==> src/rtl/lcd_fb_arb.sv <==
// lcd_fb_arb: display-priority framebuffer SRAM arbiter with host starvation guard (optional via LCD_FB_ARB_STARVE_EN)
module lcd_fb_arb #(
  parameter int AW = 17,
  parameter int DW = 16,
  parameter int HOST_MAX_WAIT = 8
) (
  input  logic          clk,
  input  logic          rst,
  input  logic          disp_req,
  input  logic [AW-1:0] disp_addr,
  output logic          disp_gnt,
  output logic          disp_rvalid,
  output logic [DW-1:0] disp_rdata,
  input  logic          host_req,
  input  logic [AW-1:0] host_addr,
  input  logic [DW-1:0] host_wdata,
  output logic          host_gnt,
  output logic          host_forced,
  output logic          mem_en,
  output logic          mem_we,
  output logic [AW-1:0] mem_addr,
  output logic [DW-1:0] mem_wdata,
  input  logic [DW-1:0] mem_rdata
);
  typedef enum logic [1:0] {S_IDLE, S_RD, S_WR} state_t;
  state_t r_state, w_state_nxt;
  logic w_override;
  logic r_rd1, r_rd2;
`ifdef LCD_FB_ARB_STARVE_EN
  localparam int CW = $clog2(HOST_MAX_WAIT + 1);
  logic [CW-1:0] r_wait_cnt;
  // count cycles a host request sits ungranted, saturating at the limit
  always_ff @(posedge clk)
    if (rst || !host_req || host_gnt) r_wait_cnt <= '0;
    else if (r_wait_cnt != CW'(HOST_MAX_WAIT)) r_wait_cnt <= r_wait_cnt + 1'b1;
  assign w_override = r_wait_cnt == CW'(HOST_MAX_WAIT);
`else
  assign w_override = HOST_MAX_WAIT < 0;
`endif
  // grants from last transfer type; a write forces one turnaround cycle before a read
  always_comb begin
    disp_gnt = 1'b0;
    host_gnt = 1'b0;
    host_forced = 1'b0;
    if (!rst) begin
      if (r_state == S_WR) host_gnt = host_req && !disp_req;
      else if (w_override && host_req) begin
        host_gnt = 1'b1;
        host_forced = disp_req;
      end
      else if (disp_req) disp_gnt = 1'b1;
      else host_gnt = host_req;
    end
    w_state_nxt = disp_gnt ? S_RD : host_gnt ? S_WR : S_IDLE;
  end
  // remember the type of the transfer just made
  always_ff @(posedge clk)
    r_state <= rst ? S_IDLE : w_state_nxt;
  // register the winning transfer toward the SRAM
  always_ff @(posedge clk)
    if (rst) begin
      mem_en <= 1'b0;
      mem_we <= 1'b0;
      mem_addr <= '0;
      mem_wdata <= '0;
    end else begin
      mem_en <= disp_gnt || host_gnt;
      mem_we <= host_gnt;
      if (disp_gnt) mem_addr <= disp_addr;
      else if (host_gnt) mem_addr <= host_addr;
      if (host_gnt) mem_wdata <= host_wdata;
    end
  // two-stage read flag aligns the return pulse with SRAM data
  always_ff @(posedge clk)
    if (rst) begin
      r_rd1 <= 1'b0;
      r_rd2 <= 1'b0;
      disp_rvalid <= 1'b0;
      disp_rdata <= '0;
    end else begin
      r_rd1 <= disp_gnt;
      r_rd2 <= r_rd1;
      disp_rvalid <= r_rd2;
      if (r_rd2) disp_rdata <= mem_rdata;
    end
endmodule

==> config.mk <==
export PLATFORM = sky130hd
export DESIGN_NAME = lcd_fb_arb
export DESIGN_NICKNAME = d
export VERILOG_FILES = /design/src/rtl/lcd_fb_arb.sv
export SDC_FILE = /design/constraint.sdc
export NUM_CORES = 1
export LEC_CHECK = 0
export CAP_MARGIN = 20
export CORE_ASPECT_RATIO = 1.5
export CORE_UTILIZATION = 28
export CTS_BUF_LIST = sky130_fd_sc_hd__clkbuf_8
export CTS_CLUSTER_DIAMETER = 80
export DETAILED_ROUTE_END_ITERATION = 10
export PLACE_DENSITY = 0.63
export SLEW_MARGIN = 20
export SYNTH_ARGS = -nofsm -noshare
export SYNTH_HDL_FRONTEND = slang
export SYNTH_SLANG_ARGS = --single-unit
==> constraint.sdc <==
create_clock -name clk -period 1.8 [get_ports clk]
set_clock_uncertainty 0.2 [all_clocks]
set_input_delay 0.18 -clock clk [delete_from_list [all_inputs] [get_ports clk]]
set_output_delay 0.18 -clock clk [all_outputs]
set_load 0.05 [all_outputs]
==> flow_summary_export.csv <==
group,metric,value,unit
layout,regArea,0.00110,sq mm
yosys,synth-compound-area-share,15.8,%
placement,post-place-ws,0.0475,ns
pwr,power_frac_clock,25.8,%
sta,hold_viol_final,0,
grt,grt_usage,14.1,%
worst_setup_path,r2r-end,"mem_addr[1]$_SDFFE_PP0P_",
yosys,synthCells,242,
yosys,seq_area_frac_synth,49.1,%
floorplan,ios,125,
yosys,synth_area_leaders,"dfxtp_1 49%, nand2_1 9.7%, a311oi_2 8.0%",
outcome,status,"complete, no violations",
clock_network,htree_levels,2,
yosys,yosysTopAreaCellShare,49.1,%
yosys,synth.avg_cell_area,9.27,sq um
floorplan,dieHeight,112,um
sta,finalSetupViolations,0,
yosys,synthDistinctLibCells,28,
yosys,synth-simple-area-share,21.3,%
route,routed_wl,5880,um
route,vias,2049,
worst_setup_path,reg2reg_depth,4,
route,wl_per_cell,12.6,um
worst_setup_path,timing.rr.start,"r_state[1]$_SDFF_PP0_",
sta,timing.final.crit_share,94.5,%
layout,finish.utilization,47.0,%
placement,portBuffers,123,
worst_setup_path,crit_arrival,1.32,ns
worst_setup_path,path_class,"in -> out",
layout,final_cell_area,0.00362,sq mm
layout,nNetsFinal,434,
worst_setup_path,worstSetupEndpointType,"primary output",
pwr,power.internal,0.00192,W
yosys,yosys-mux-area-fraction,7.14,%
route,route.detailed.drc,0,
pwr,combPwrFrac,26.5,%
placement,hpwlAfterDp,4430,um
sta,max_freq,588,MHz
yosys,synth-xor-area-share,0,%
yosys,yosysTopAreaCell,"dfxtp_1",
clock_network,cts.sinks,55,
clock_network,clk_path_buf_depth,2,
layout,multi_input_area,0.00100,sq mm
route,via_per_inst,4.39,
pwr,switching_share,30.5,%
yosys,synth_area,0.00224,sq mm
pwr,finalPower,0.00276,W
layout,diodes,0,
yosys,ys_ff_latch,55,
route,final_antenna_net_count,0,
pwr,p_sw,0.000841,W
yosys,ys.warnings.count,0,
grt,gr-total-overflow,0,
worst_setup_path,crit_path_start,"disp_req",
pwr,peakVddDrop,0.298,mV
worst_setup_path,start_kind,"input port",
floorplan,rows,39,
floorplan,die_w,75.1,um
clock_network,cts_buffers,5,
clock_network,cts_setup_buffers,0,
job,cap_violations,0,
grt,antenna_found_initial,0,
worst_setup_path,r2r_slack,0.37,ns
layout,area_delta_synth_final,61.7,%
sta,grt_setup_unrepaired,"false",
route,drt_iter0_drc,92,
grt,grt_pass1_vias,1991,
floorplan,die-area,0.00838,sq mm
worst_setup_path,worstSetupEndpoint,"disp_gnt",
layout,drive_gt1_share,26.6,%
placement,postPlaceCellArea,0.00352,sq mm
sta,finalMaxSlewViolations,0,
sta,setup_ws,0.0984,ns
worst_setup_path,crit_fanout,7,
sta,setup_tns,0,ns
floorplan,coreArea,0.00771,sq mm
clock_network,cts_root_buf,"clkbuf_8",
worst_setup_path,critical_path_required,1.42,ns
clock_network,insertion_delay,0.30,ns
layout,nFillCells,759,
pwr,powerDensity,762,mW/mm^2
pwr,p_seq_share,47.7,%
grt,grt_pass1_wl,9180,um
grt,grt_max_degree,20,
sta,post-route-min-period,1.70,ns
route,first_pass_iters,4,
yosys,syn_nets,312,
hold_path,hp-class,"in -> reg",
clock_network,tritoncts,"built",
placement,gp_congestion,0.699,
yosys,synth_top_family_by_area,"simple AND/OR/NAND/NOR gates",
clock_network,cts.clk_slew.worst_paths,0.10,ns
floorplan,start_util,29.1,%
pwr,power_leakage,1.44,nW
yosys,yosys.area_share.adder,0,%
==> worst min path at each step <==
stage                     cells after the start  slack [ns]                       start                          end
after floorplan                               2        0.12               host_wdata[0]    mem_wdata[0]$_SDFFE_PP0P_
final                                         2       0.007                         rst   disp_rdata[0]$_SDFFE_PP0P_
after global routing                          2       0.008                         rst  disp_rdata[15]$_SDFFE_PP0P_
after CTS                                     2       0.001                         rst   disp_rdata[3]$_SDFFE_PP0P_
after detailed placement                      2        0.25  mem_wdata[14]$_SDFFE_PP0P_   mem_wdata[14]$_SDFFE_PP0P_
after global placement                        2        0.24   mem_wdata[8]$_SDFFE_PP0P_    mem_wdata[8]$_SDFFE_PP0P_
==> worst max-delay path, cell delays in order <==
cell             delay (ns)
clkdlybuf4s50_1        0.57
nor2b_4                0.21
nand2_4                0.10
inv_1                  0.11
buf_12                 0.14
==> cell families after synthesis <==
| kind of cell | after synthesis |
|---|---|
| other | 1 |
| AND/OR/NAND/NOR | 105 |
| buffers and inverters | 23 |
| multiplexers | 16 |
| flip-flops | 55 |
| AO/OA/AOI/OAI | 42 |
==> layer usage <==
layer | part of all wire, % | global-route usage, %
met5 | 0 | 0
met4 | 0.43 | 3.40
met3 | 8.1 | 3.80
met2 | 49 | 25.2
met1 | 42 | 16.0
==> layout by cell type, fill, tap and decap left out, types with 3 or more instances in the layout <==
master	count
a311oi_2	12
dfxtp_1	55
clkbuf_8	6
nor2_1	18
nor2b_1	3
nand2_1	58
a21oi_1	20
mux2i_1	16
nor3_1	11
o21ai_0	4
a311oi_1	5
nand3_1	4
buf_12	8
buf_4	59
clkdlybuf4s50_1	68
==> Yosys cell counts (all sizes together) <==
library cell	number
a21oi	20
a311oi	17
and2	1
and2b	1
buf	15
clkbuf	6
conb	1
dfxtp	55
inv	2
mux2i	16
nand2	59
nand2b	1
nand3	4
nand3b	1
nor2	19
nor2b	4
nor3	13
o21ai	4
o21ba	1
or2b	2
==> stage by stage <==
stage               hold WS [ns]  cells
finish                   0.00735    467
detailed placement         0.250    459
global placement           0.243    459
CTS                     0.000951    467
floorplan                  0.116    242
global route             0.00813    467
==> final cells by class <==
type	instances	share of cell area, %
repair buffers	136	35.6
flip-flops and latches	55	30.4
multi-input cells	164	27.6
inverters	2	0.207
clock inverters	2	0.449
clock buffers	6	2.28
well taps	102	3.52
==> sequential cells by signal (all words and copies together), names as in the netlist <==
name and flops:
mem_addr 17, disp_rvalid 1, disp_rdata 16, mem_we 1, r_state 2, mem_wdata 16, mem_en 1, r_rd2 1
==> power groups by stage <==
stage	clock network, W	registers, W	logic (W)
after floorplan	0	0.00156	0.000207
after global placement	0	0.00134	0.000735
after detailed placement	0	0.00134	0.000738
after CTS	0.000756	0.00132	0.000740
after global routing	0.000811	0.00133	0.000775
final	0.000712	0.00132	0.000733
==> timing repair <==
action / CTS / global route
setup endpoints to repair: 0 / 2
gates resized for setup: 0 / 2
hold buffers: 0 / 0
endpoints found under the hold margin: 0 / 0
Power figures use the tool's default switching activity.
